File: src/rtl/unibus_arbiter_pkg.sv
// unibus_arbiter_pkg: shared state encoding, NPR grant level code and default timeout
package unibus_arbiter_pkg;
  typedef enum logic [1:0] {IDLE, GRANT, ACKED} state_e;
  localparam logic [2:0] LVL_NPR = 3'd0;
  localparam int TIMEOUT_DEF = 500;
endpackage

File: src/rtl/unibus_arbiter_sack_timer.sv
// sack_timer: saturating cycle counter with clear/enable; done at TIMEOUT-1
module sack_timer #(
  parameter int TIMEOUT = 500
) (
  input  logic clk,
  input  logic clr_i,
  input  logic en_i,
  output logic done_o
);
  localparam int W = $clog2(TIMEOUT + 1);
  logic [W-1:0] cnt_q, cnt_d;
  always_comb cnt_d = clr_i ? '0 : (en_i && cnt_q != W'(TIMEOUT)) ? cnt_q + W'(1) : cnt_q;
  always_ff @(posedge clk) cnt_q <= cnt_d;
  assign done_o = cnt_q == W'(TIMEOUT - 1);
endmodule

File: src/rtl/unibus_arbiter.sv
// unibus_arbiter: fixed-priority NPR/BR7..BR4 grant FSM with SACK tracking and grant timeout
module unibus_arbiter
  import unibus_arbiter_pkg::*;
#(
  parameter int TIMEOUT = TIMEOUT_DEF
) (
  input  logic       clk,
  input  logic       reset,
  input  logic       bus_init,
  input  logic [7:4] bus_br,
  input  logic       bus_npr,
  input  logic       bus_sack,
  input  logic       bus_bbsy,
  input  logic [2:0] cpu_prio,
  input  logic       cpu_br_window,
  input  logic       cpu_npr_window,
  output logic [7:4] bus_bg_out,
  output logic       bus_npg,
  output logic       cpu_hold,
  output logic [2:0] grant_level,
  output logic       no_sack
);
  state_e state_q, state_d;
  logic [7:4] bg_q, bg_d, br_ok, br_pick;
  logic [2:0] lvl_q, lvl_d, br_lvl;
  logic npg_q, npg_d, hold_q, no_sack_q, no_sack_d, npr_ok, done, clr;
  for (genvar n = 4; n < 8; n++) begin : g_br
    assign br_ok[n] = bus_br[n] & cpu_br_window & (3'(n) > cpu_prio);
  end
  assign npr_ok  = bus_npr & cpu_npr_window;
  assign br_pick = br_ok[7] ? 4'b1000 : br_ok[6] ? 4'b0100 : br_ok[5] ? 4'b0010 : br_ok[4] ? 4'b0001 : 4'b0000;
  assign br_lvl  = br_ok[7] ? 3'd7 : br_ok[6] ? 3'd6 : br_ok[5] ? 3'd5 : 3'd4;
  assign clr     = reset | bus_init | (state_q != GRANT);
  sack_timer #(.TIMEOUT(TIMEOUT)) u_timer (
    .clk   (clk),
    .clr_i (clr),
    .en_i  (state_q == GRANT),
    .done_o(done)
  );
  always_comb begin
    state_d   = state_q;
    bg_d      = bg_q;
    npg_d     = npg_q;
    lvl_d     = lvl_q;
    no_sack_d = 1'b0;
    if (reset || bus_init) begin
      state_d = IDLE;
      bg_d    = '0;
      npg_d   = 1'b0;
      lvl_d   = '0;
    end else if (state_q == IDLE) begin
      if (npr_ok) begin
        state_d = GRANT;
        npg_d   = 1'b1;
        lvl_d   = LVL_NPR;
      end else if (|br_ok) begin
        state_d = GRANT;
        bg_d    = br_pick;
        lvl_d   = br_lvl;
      end
    end else if (state_q == GRANT) begin
      // SACK on the timeout edge takes precedence over the timeout
      if (bus_sack || done) begin
        state_d   = bus_sack ? ACKED : IDLE;
        bg_d      = '0;
        npg_d     = 1'b0;
        no_sack_d = !bus_sack;
      end
    end else if (!bus_sack && !bus_bbsy) begin
      state_d = IDLE;
    end
  end
  always_ff @(posedge clk) begin
    state_q   <= state_d;
    bg_q      <= bg_d;
    npg_q     <= npg_d;
    lvl_q     <= lvl_d;
    no_sack_q <= no_sack_d;
    hold_q    <= state_d != IDLE;
  end
  assign bus_bg_out  = bg_q;
  assign bus_npg     = npg_q;
  assign cpu_hold    = hold_q;
  assign grant_level = lvl_q;
  assign no_sack     = no_sack_q;
endmodule

File: config.mk
export PLATFORM = sky130hd
export DESIGN_NAME = unibus_arbiter
export DESIGN_NICKNAME = d
export VERILOG_FILES = /design/src/rtl/unibus_arbiter_pkg.sv /design/src/rtl/unibus_arbiter_sack_timer.sv /design/src/rtl/unibus_arbiter.sv
export SDC_FILE = /design/constraint.sdc
export NUM_CORES = 1
export LEC_CHECK = 0
export ABC_AREA = 1
export BUFFER_PORTS_ARGS = -buffer_cell sky130_fd_sc_hd__clkbuf_2
export CAP_MARGIN = 20
export CORE_UTILIZATION = 47
export CTS_CLUSTER_SIZE = 25
export DETAILED_ROUTE_END_ITERATION = 10
export GPL_TIMING_DRIVEN = 1
export PLACE_DENSITY = 0.7
export SLEW_MARGIN = 25
export SYNTH_ARGS = -nofsm -noshare
export SYNTH_HDL_FRONTEND = slang
export SYNTH_SLANG_ARGS = --single-unit
export TNS_END_PERCENT = 1
File: constraint.sdc
create_clock -name clk -period 3.1 [get_ports clk]
set_clock_uncertainty 0.05 [all_clocks]
set_input_delay 0.155 -clock clk [delete_from_list [all_inputs] [get_ports clk]]
set_output_delay 0.155 -clock clk [all_outputs]
set_load 0.02 [all_outputs]
==> run summary, run 1 <==
The worst setup path is of the reg -> reg kind. Ranked by instance count, the synthesized netlist is headed by 51 x nand2_1, 21 x dfxtp_1, 17 x nor2_1, 16 x inv_1, 14 x a21oi_1. The total overflow reported by the global router is 0. The number of hold violations in the final report came out at 0. The biggest area contributor in the post-synthesis netlist is dfxtp_1. For this run, the number of Yosys warnings is 0. The number of top-level design ports came out at 25. Clock-pin slew was measured on the worst setup and hold paths at 110 ps. IR analysis of the VDD net gives a maximum drop of 256 uV. The number of nets in the synthesized netlist is 184. The final count of negative-setup-slack endpoints is 0. The first global-routing pass estimated 3970 um of wire. Hold repair after CTS inserted 0 buffers. Setup repair after global routing left no endpoint under its margin.

The power density relative to cell area is 378 nW/um2. Counting along the longest clock path gives a buffer depth of 2. The flip-flop and latch count after synthesis is 21. The via count of the first global-routing pass is 965.

The worst setup path is launched from a flip-flop. The tool flagged a number of max-cap violations equal to 0. The endpoint arrival time on the critical path is 1640 ps.

The floorplan core area came out at 2250 um2. The depth of the CTS H-tree is 1. The clock latency on the worst-skew pair came out at 290 ps.

The flow ran to the end, and the final reports show no timing, DRC or antenna violations. The fraction of the yosys area taken by sequential cells came out at 36.4%. The detailed router's first-iteration violation count came out at 21.

The share of layout cells above drive strength 1 is 24.6%. The number of sinks on the clock net came out at 21. By area the synthesized netlist is led by dfxtp_1 36%, nand2_1 17%, a21oi_1 6.1%.

The initial antenna violation count came out at 0. The minimum clock period came out at 1500 ps. The most common cell in the synthesized netlist is nand2_1. The y dimension of the die is 51.6 um. From synthesis to final layout, the design area changed by 15.7%.

The worst pin sits at a relative slew slack of 77.5%. The endpoint required time on the critical path is 3240 ps. The share of async-settable or async-resettable flops after synthesis came out at 0%. The count of distinct cell types in the synthesized netlist came out at 24. The final HPWL from detailed placement came out at 1880 um. In the synthesized netlist the dominant register cell turns out to be dfxtp_1. STA classifies the critical path endpoint as a flip-flop. The overall track demand over capacity in global routing is 20.2%. The per-instance average area after synthesis is 6.92 um2. The leakage power figure came out at 0.000590 uW. For this run, the number of standard cells in the final layout without fillers is 223.

The routed design has 2300 um of wire. The detailed router placed 1089 vias in this run. The maximum fanout count along the critical path is 9.

The average routed wire per standard cell came out at 10.3 um. The gate count after technology mapping came out at 167. The area of the mapped netlist came out at 1150 um2. The final cycle utilization of the critical path is 48.3%. The number of post-CTS setup repair buffers came out at 0. The detail-routed via count per cell is 4.88. The reg-to-reg setup timing slack came out at 1600 ps.

The number of fill cells came out at 231. The count of nets left with antenna violations after detail routing came out at 0. TritonCTS built the clock tree. The synthesized design contains 0 enable-type register cells.

The first-pass iteration count of the detailed router came out at 4. For this run, design rule violations remaining after detail routing come to 0. Based on the critical path, the design can be clocked at up to 667 MHz.

Port buffering added 24 buffers. The share of the synthesized area in the top cell type came out at 36.4%. In this run the clock root is driven by a clkbuf_4.

The number of core rows came out at 17. The overall die width is 51.6 um. The final max-slew violation count came to 0. The number of nets in the finished design came out at 213. For the final routed database, the setup TNS stands at 0 ps. The quantity of gates resized following cts is 0.

At the end of routability-driven placement, the weighted congestion stood at 0.852. Entering global routing, the biggest net connects 12 pins. The initial standard-cell utilization of the core is 51.2%.

The tightest min-delay check is of the in -> reg type. For the pin with the worst max-slew slack, the measured transition is 337 ps. Once placement completed, the tool counted placed cells totaling 219. The die covers 2660 um2.

The number of antenna diodes in the final layout is 0. TritonCTS created 3 clock buffers.
where the power goes:
group          switching (uW)  total [uW]  internal (uW)
Clock                    77.8         128           50.1
Sequential               4.44         282            277
Combinational            62.3        95.5           33.2
flip-flops by register name, indices dropped and copies added, names as in the netlist:
register       cells
no_sack            1
cpu_hold           1
bus_npg            1
u_timer.cnt_q      9
state_q            2
bus_bg_out         4
grant_level        3
placed cells by master, fill, tap and decap left out:
| master | n |
|---|---|
| nor2_8 | 1 |
| clkbuf_1 | 1 |
| xnor2_1 | 2 |
| a31oi_1 | 1 |
| a21oi_1 | 14 |
| nand4_1 | 4 |
| nand2_1 | 51 |
| xor2_1 | 1 |
| dfxtp_1 | 21 |
| nand2_4 | 3 |
| ha_1 | 2 |
| nand3_1 | 9 |
| nor3_1 | 4 |
| o21ai_1 | 3 |
| a211oi_2 | 1 |
| nand3_2 | 1 |
| nor2_2 | 1 |
| clkbuf_2 | 24 |
| nor2_4 | 2 |
| inv_1 | 16 |
| a21oi_4 | 1 |
| o21a_1 | 1 |
| inv_2 | 6 |
| nor3_2 | 1 |
| nand2_2 | 4 |
| nor2_1 | 17 |
| clkbuf_4 | 3 |
cell families (layout without fill, tap and decap cells):
family | Yosys count | after routing | share of synthesized area [%]
AOI/OAI and AO/OA | 21 | 21 | 11.1
xor gates and xnor gates | 3 | 3 | 2.28
DFF | 21 | 21 | 36.4
buffers and inverters | 22 | 50 | 7.15
and+or+nand+nor | 98 | 98 | 41.0
adders and majority gates | 2 | 2 | 2.17
final cells by class:
| type | count | area, um2 | share of cell area (%) |
|---|---|---|---|
| Timing Repair Buffer | 24 | 120 | 8.99 |
| Clock buffer | 4 | 26.3 | 1.97 |
| Sequential cell | 21 | 420 | 31.5 |
| Multi-Input combinational cell | 124 | 652 | 48.8 |
| Inverter | 22 | 82.6 | 6.18 |
| Tap cell | 28 | 35.0 | 2.62 |
routing by layer:
layer | track usage [%] | up-vias | share of wire, %
met5 | 0 | - | 0
met4 | 5.41 | 0 | 1.2
li1 | - | 590 | -
met2 | 34.2 | 19 | 47
met1 | 24.7 | 476 | 49
met3 | 6.14 | 4 | 3.3
critical path, cell delays in order (launching register included):
cell	delay (ps)
dfxtp_1	370
inv_1	80
ha_1	190
nand2_1	60
nor2_1	60
a21oi_4	240
nand2_1	130
o21ai_1	130
a21oi_1	70
final timing paths:
check	from	endpoint	depth (start not counted)
worst max-delay path	u_timer.cnt_q[0]$_SDFFE_PP0P_	u_timer.cnt_q[5]$_SDFFE_PP0P_	8
worst min-delay path	bus_sack	no_sack$_SDFF_PP0_	2
worst max register to register	u_timer.cnt_q[0]$_SDFFE_PP0P_	u_timer.cnt_q[5]$_SDFFE_PP0P_	8
worst min register to register	grant_level[0]$_SDFFE_PP0P_	grant_level[0]$_SDFFE_PP0P_	2
metrics by stage:
step | setup slack [ps] | power, uW | utilization (%) | hold slack, ps | cell area [um2]
2_1_floorplan | 1740 | 355 | - | 184 | 1150
5_1_grt | 1450 | 541 | 59.3 | 4.85 | 1340
4_1_cts | 1590 | 513 | 59.3 | 4.62 | 1340
3_3_place_gp | 1660 | 381 | 58.1 | 331 | 1310
3_5_place_dp | 1610 | 384 | 58.1 | 339 | 1310
6_report | 1600 | 505 | 59.3 | 18.2 | 1340
No activity file was read; power rests on OpenSTA's default activity.
==> inputs of run 2 (changes only) <==
==> constraint.sdc (replaced) <==
create_clock -name clk -period 1.5 [get_ports clk]
set_clock_uncertainty 0.05 [all_clocks]
set_input_delay 0.075 -clock clk [delete_from_list [all_inputs] [get_ports clk]]
set_output_delay 0.075 -clock clk [all_outputs]
set_load 0.02 [all_outputs]
==> run 2 against run 1 <==
  * Setup slack got worse by 1600 ps
  * Combinational power is 130% higher
  * First-iteration DRC count increased by 48%
  * Register-to-register slack lost 1600 ps
  * Critical path depth stayed put
  * Sequential cell count did not move
  * Sequential power grew 110%
  * Clock power rose by 120%
  * Global-route usage rose by 0.24 points
==> run summary, run 2 (synthesized netlist as in run 1, its figures left out) <==
The run finished with clean final reports. The clock latency on the worst-skew pair came out at 310 ps (+20 ps). Leaving out fill and tap cells, the most frequent cell in the layout is nand2_1. The master cell of the clock root buffer is clkbuf_4. The final HPWL from detailed placement came out at 2020 um (+7.5%).

The endpoint required time on the critical path is 1650 ps (-1590 ps). Setup repair after global routing could not meet its margin everywhere. The endpoint of the worst-slack reg-to-reg timing path is u_timer.cnt_q[1]$_SDFFE_PP0P_. The number of cells traversed by the worst hold path came out at 5 (+3). The maximum number of pins on one net before global-route repair is 13 (+1). The post-placement setup slack is 55.6 ps (-1550 ps). The total overflow reported by the global router was 0 (unchanged). The floorplan core area came out at 2250 um2 (unchanged).

The maximum operating frequency is 688 MHz (+3.1%). The leakage power figure came out at 0.000637 uW (+7.9%). The number of inserted diodes came out at 0 (unchanged).

The number of top-level design ports was 25 (unchanged). From synthesis to final layout, the design area changed by 25.0%. The detail-routed via count per cell came out at 5.06 (+3.7%). The worst hold-check path type is in -> reg. The path with the worst hold slack has its endpoint at bus_bg_out[7]$_SDFFE_PP0P_. The logic depth of the worst register-to-register path came out at 8 (unchanged). The most critical setup path has its startpoint at u_timer.cnt_q[0]$_SDFFE_PP0P_. The initial antenna violation count was 0 (unchanged). The library cells used most frequently in the layout, excluding fill and tap cells, are 49 x nand2_1, 24 x clkbuf_2, 19 x dfxtp_1. The number of buffer cells added on primary ports is 24 (unchanged). The depth of the CTS H-tree came to 1 (unchanged). The number of hold violations in the final report was 0 (unchanged). The CTS buffer count came out at 3 (unchanged). The final cycle utilization of the critical path came out at 96.9% (+49 points). The number of maximum-capacitance violations was 0 (unchanged). The endpoint arrival time on the critical path came out at 1600 ps (-40 ps). The slew at the pin with the worst max-slew slack came out at 323 ps (-14.2 ps). The tightest hold margin is 109 ps (+90.6 ps). The placer's final routability congestion estimate came out at 0.843 (-1.0%). u_timer.cnt_q holds more flip-flops than any other register. The remaining design rule violation count came out at 0 (unchanged).

The count of nets left with antenna violations after detail routing came out at 0 (unchanged). The launching element type of the critical path is a flip-flop. The beginning of the worst register-to-register path is u_timer.cnt_q[0]$_SDFFE_PP0P_. The first-pass iteration count of the detailed router came out at 4 (unchanged). The clock-pin transition on the worst setup and hold timing paths is 130 ps (+20 ps). The y dimension of the die is 51.6 um (unchanged). The via count of the first global-routing pass is 988 (+2.4%). The overall track demand over capacity in global routing is 20.5% (+0.24 points).

The share of layout cells above drive strength 1 is 32.8% (+8.2 points). The maximum fanout count along the critical path was 7 (-2). The endpoint type of the worst setup path is a flip-flop. The detailed router's first-iteration violation count is 31 (+48%). The wire length of the first global-routing pass is 4050 um (+1.9%). The power density relative to cell area is 750 nW/um2 (+98%). The remaining max-slew budget at the tightest pin is 78.4% (+0.86 points). The reg-to-reg setup timing slack came to 50 ps (-1550 ps).

The overall die width came out at 51.6 um (unchanged). The area of the die is 2660 um2 (unchanged). The number of nets in the finished design is 222 (+4.2%).

The flip-flop count of the largest register, all copies and words added was 9 (unchanged). The average routed wire per standard cell came out at 11.8 um (+14%). The worst setup path is of the reg -> reg kind. TritonCTS built the clock tree. The initial standard-cell utilization of the core came to 51.2% (unchanged).

The number of core rows came to 17 (unchanged). The number of sinks on the clock net is 21 (unchanged). The minimum setup slack in the final design is 47.2 ps (-1550 ps). The total wire length after detailed routing came to 2740 um (+19%). The worst supply voltage drop on vdd came out at 539 uV (+110%). The minimum clock period came out at 1450 ps (-45.4 ps). The final max-slew violation count came out at 0 (unchanged). The clock tree buffer depth came out at 2 (unchanged). The total number of vias came out at 1175 (+7.9%). The final count of negative-setup-slack endpoints was 0 (unchanged). The total negative slack came out at 0 ps (unchanged). The worst hold path begins at reset.
==> run 2: how the worst max path moves through the flow <==
stage                                          endpoint  slack, ps  depth (start not counted)
final                     u_timer.cnt_q[1]$_SDFFE_PP0P_         50                          8
after global routing         bus_bg_out[4]$_SDFFE_PP0P_        -50                         11
after CTS                 u_timer.cnt_q[4]$_SDFFE_PP0P_        0.8                          8
after detailed placement  u_timer.cnt_q[5]$_SDFFE_PP0P_         60                          8
after global placement    u_timer.cnt_q[5]$_SDFFE_PP0P_         90                          8
after floorplan           u_timer.cnt_q[5]$_SDFFE_PP0P_        140                          8
==> run 2: worst max-delay path, stage by stage (launching register included) <==
cell and delay (ps):
dfxtp_2 380, inv_2 60, ha_2 180, nand2_1 70, nor2_2 50, a21oi_4 260, inv_2 120, nor2_1 130
a211oi_2 40
==> run 2: layout make-up <==
class                           count  area (um2)
Fill cell                         212         811
Multi-Input combinational cell    124         677
Clock inverter                      1        5.00
Inverter                           22        82.6
Sequential cell                    21         423
Tap cell                           28        35.0
Clock buffer                        3        22.5
Timing Repair Buffer               33         199
==> run 2: power breakdown <==
group,leakage (uW),internal (uW),switching (uW)
clock,0.0000177,99.6,183
combinational,0.000448,81.9,136
sequential,0.000171,573,9.88
==> run 2: per-stage QoR <==
step,cell area (um2),cells,total power (uW),util (%)
2_1_floorplan,1150,167,734,-
3_3_place_gp,1350,224,796,59.8
3_5_place_dp,1350,224,803,59.8
4_1_cts,1410,231,1080,62.3
5_1_grt,1440,232,1130,64.0
6_report,1440,232,1080,64.0
==> run 2: repair_timing <==
item | 4_1_cts | 5_1_grt
setup endpoints to repair | 0 | 14
hold buffers | 3 | 0
hold endpoints to repair | 2 | 0
buffers inserted | 0 | 1
resized for setup | 0 | 13
==> run 2: routing by layer <==
| metal | share of wire, % | routed length (um) | global-route usage, % | up-vias |
|---|---|---|---|---|
| li1 | - | - | - | 604 |
| met1 | 47 | 1300 | 25.6 | 539 |
| met2 | 47 | 1300 | 33.8 | 28 |
| met3 | 4.5 | 122 | 3.80 | 4 |
| met4 | 0.80 | 22 | 9.46 | 0 |
| met5 | 0 | 0 | 0 | - |
==> inputs of run 3 (changes only) <==
--- a/config.mk
+++ b/config.mk
@@ -5,14 +5,13 @@
 export SDC_FILE = /design/constraint.sdc
 export NUM_CORES = 1
 export LEC_CHECK = 0
-export ABC_AREA = 1
 export BUFFER_PORTS_ARGS = -buffer_cell sky130_fd_sc_hd__clkbuf_2
 export CAP_MARGIN = 20
 export CORE_UTILIZATION = 47
 export CTS_CLUSTER_SIZE = 25
 export DETAILED_ROUTE_END_ITERATION = 10
 export GPL_TIMING_DRIVEN = 1
-export PLACE_DENSITY = 0.7
+export PLACE_DENSITY = 0.71
 export SLEW_MARGIN = 25
 export SYNTH_ARGS = -nofsm -noshare
 export SYNTH_HDL_FRONTEND = slang
==> run 3 against run 2 <==
  * Via count shrank 11%
  * Largest cell class unchanged
  * Sequential power down 1%
  * Global-route usage grew 1.9 points
  * Critical path type unchanged
  * Clock-buffer cell count stayed put
  * Highest routed layer unchanged
==> run summary, run 3 <==
The number of hold violations in the final report was 0 (unchanged). Setup repair after global routing could not meet its margin everywhere. The tightest hold margin is 25.2 ps (-83.6 ps). The detail-routed via count per cell came to 5.40 (+6.7%). The detailed router's first-iteration violation count was 24 (-23%). The power density relative to cell area came to 730 nW/um2 (-2.7%). The CTS buffer count came out at 3 (unchanged). The floorplan core area came out at 2020 um2 (-10%). The remaining max-slew budget at the tightest pin is 82.1% (+3.7 points). Yosys attributes the largest share of cell area to dfxtp_1 40%, nand2_1 5.1%, a21oi_1 4.3%.

The average routed wire per standard cell was 12.5 um (+5.9%). The predominant post-synthesis flop cell is dfxtp_1. The final count of negative-setup-slack endpoints is 0 (unchanged). The number of fill cells came out at 186 (-12%).

The sequential cell area was 427 um2 (+0.89%). The startpoint identified for the worst register-to-register timing path is state_q[1]$_DFF_P_. The slew at the pin with the worst max-slew slack came out at 268 ps (-55.0 ps). The final max-slew violation count is 0 (unchanged). The number of maximum-capacitance violations is 0 (unchanged). The area growth from synthesis to layout is 36.9%. Leaving out fill and tap cells, the most frequent cell in the layout is clkbuf_2. The count of distinct cell types in the synthesized netlist was 41 (+71%). The leakage power figure was 0.000587 uW (-7.8%). The total number of vias was 1043 (-11%). The total overflow reported by the global router came out at 0 (unchanged).

The minimum clock period is 1460 ps (+10.1 ps). The minimum setup slack in the final design is 37.1 ps (-10.1 ps). The number of nets in the finished design is 184 (-17%).

The number of top-level design ports came out at 25 (unchanged). The overall die width is 49.0 um (-4.9%). The number of core rows was 16 (-1).

The number of sinks on the clock net is 21 (unchanged). Counting flops per register, the top entry is u_timer.cnt_q. The clock-pin transition on the worst setup and hold timing paths came out at 130 ps (about the same). The run finished with clean final reports. The area of the multi-input gates is 629 um2 (-7.0%).

The area of the mapped netlist came out at 1040 um2 (-10%). The gate count after technology mapping came out at 119 (-29%). The first-pass iteration count of the detailed router came out at 4 (unchanged). The maximum number of pins on one net before global-route repair is 13 (unchanged).

The share of layout cells above drive strength 1 came out at 36.7% (+3.9 points). The clock tree buffer depth is 2 (unchanged). The most critical setup path has its startpoint at state_q[1]$_DFF_P_. The count of nets left with antenna violations after detail routing came out at 0 (unchanged). The worst hold-check path type is in -> reg. The post-placement setup slack was -10.8 ps (-66.4 ps).

The placer's final routability congestion estimate is 0.800 (-5.1%). The maximum operating frequency is 684 MHz (-0.69%). The post-synth net total is 136 (-26%). The number of flops mapped to enable cells by yosys is 0 (unchanged).

The share of async-settable or async-resettable flops after synthesis came out at 0% (unchanged). The area of the die came out at 2400 um2 (-9.6%). The flip-flop and latch count after synthesis came out at 21 (unchanged). The startpoint identified for the worst hold timing path is cpu_br_window. The share of the synthesized area in the top cell type came out at 40.4% (+4.0 points). The critical setup path kind is reg -> reg. The wire length of the first global-routing pass is 4250 um (+4.9%).

The clock latency on the worst-skew pair came out at 310 ps (about the same). The top cell types in the final layout, fill and taps aside, are 24 x clkbuf_2, 16 x dfxtp_1, 14 x nand2_1. The CTS tree is built. The worst setup path is launched from a flip-flop.

The number of buffer cells added on primary ports came out at 24 (unchanged). The initial standard-cell utilization of the core is 51.4% (+0.20 points). The fraction of the yosys area taken by sequential cells came out at 40.4% (+4.0 points).

The worst setup path is captured at a flip-flop. The total wire length after detailed routing is 2410 um (-12%). The endpoint arrival time on the critical path came out at 1660 ps (+60 ps). The flip-flop count of the largest register, all copies and words added is 9 (unchanged). The warning count from the yosys run came to 0 (unchanged).

The largest total area in the synthesized netlist belongs to dfxtp_1. The number of inserted diodes was 0 (unchanged). The via count of the first global-routing pass came out at 1029 (+4.1%). The y dimension of the die is 49.0 um (-4.9%). In the synthesized netlist, the cells that appear most often are 21 x dfxtp_1, 14 x nand2_1, 9 x a21oi_1, 9 x nor2_1, 6 x o21ai_0. The final HPWL from detailed placement came out at 1740 um (-14%). The initial antenna violation count came out at 0 (unchanged). The depth of the CTS H-tree came out at 1 (unchanged). The worst supply voltage drop on vdd came out at 411 uV (-24%).

The per-instance average area after synthesis is 8.74 um2 (+26%). The overall track demand over capacity in global routing is 22.4% (+1.9 points). The final cycle utilization of the critical path came out at 97.5% (+0.67 points).

The most repeated cell in the gate-level netlist after synthesis is dfxtp_1. The endpoint required time on the critical path is 1690 ps (+40 ps). The maximum fanout count along the critical path came out at 3 (-4). The remaining design rule violation count was 0 (unchanged).

In this run the clock root is driven by a clkbuf_4.
==> run 3: changes by cell type in the layout (fill, tap and decap cells not counted), moves of 4 or more <==
cell	before	now
buf_4	5	13
nor2_1	16	8
o21ai_0	0	4
nand3_1	9	4
nand2_1	49	14
inv_2	8	0
nand2_2	6	1
inv_1	14	3
mux2i_1	0	4
==> run 3: logic make-up after synthesis <==
family                   synth area share, %
multiplexers                            3.85
AND/OR/NAND/NOR                         27.6
buffers and inverters                   1.80
XOR/XNOR                                4.21
adder cells (fa/ha/maj)                 2.41
AO/OA/AOI/OAI                           19.7
flip-flops                              40.4
==> run 3: path summary, 6_finish.rpt <==
kind,to,slack (ps),depth (start not counted)
setup / recovery,u_timer.cnt_q[6]$_SDFFE_PP0P_,40,4
hold / removal,bus_bg_out[6]$_SDFFE_PP0P_,30,3
setup reg to reg,u_timer.cnt_q[6]$_SDFFE_PP0P_,40,4
hold reg to reg,bus_bg_out[5]$_SDFFE_PP0P_,430,2
==> run 3: cell type report <==
type | count | share of cell area (%)
multi-input cells | 93 | 44.2
inverters | 4 | 1.23
flip-flops and latches | 21 | 30.0
clock buffers | 3 | 1.58
well taps | 27 | 2.37
repair buffers | 44 | 20.3
clock inverters | 1 | 0.351
==> run 3: through the flow <==
step           power [uW]  setup TNS (ps)  util (%)  instance area (um2)  instances
3_5_place_dp          747           -20.2      64.0                 1290        181
4_1_cts              1040               0      69.3                 1400        193
3_3_place_gp          742               0      64.0                 1290        181
2_1_floorplan         684           -34.0         -                 1050        119
5_1_grt              1080           -83.4      70.4                 1420        193
6_report             1040               0      70.4                 1420        193
==> run 3: critical path, cell delays in order, from the launching register on <==
cell	delay [ps]
dfxtp_1	350
nand2b_1	160
or3_4	380
or3_1	330
a21oi_1	120
==> run 3: per-layer routing <==
layer / vias to the layer above / part of all wire (%) / track usage, %
met1: 490 / 44 / 26.7
met5: - / 0 / 0
li1: 526 / - / -
met4: 0 / 1.2 / 7.35
met2: 23 / 50 / 41.2
met3: 4 / 4.1 / 2.80
==> run 3: power breakdown <==
part           leakage, uW  internal, uW  switching (uW)  total, uW
clock            0.0000177          99.7             190        289
sequential        0.000173           570            5.74        575
combinational     0.000397          81.1            94.2        175
total             0.000587           750             290       1040
==> run 3: repair_timing <==
item                                   in CTS  in global routing
cloned                                      0                  0
hold buffers                                6                  0
buffers inserted                            2                  0
endpoints found under the hold margin       4                  0
pin swaps                                   4                  7
setup endpoints to repair                   3                  9
gates resized for setup                     4                  7
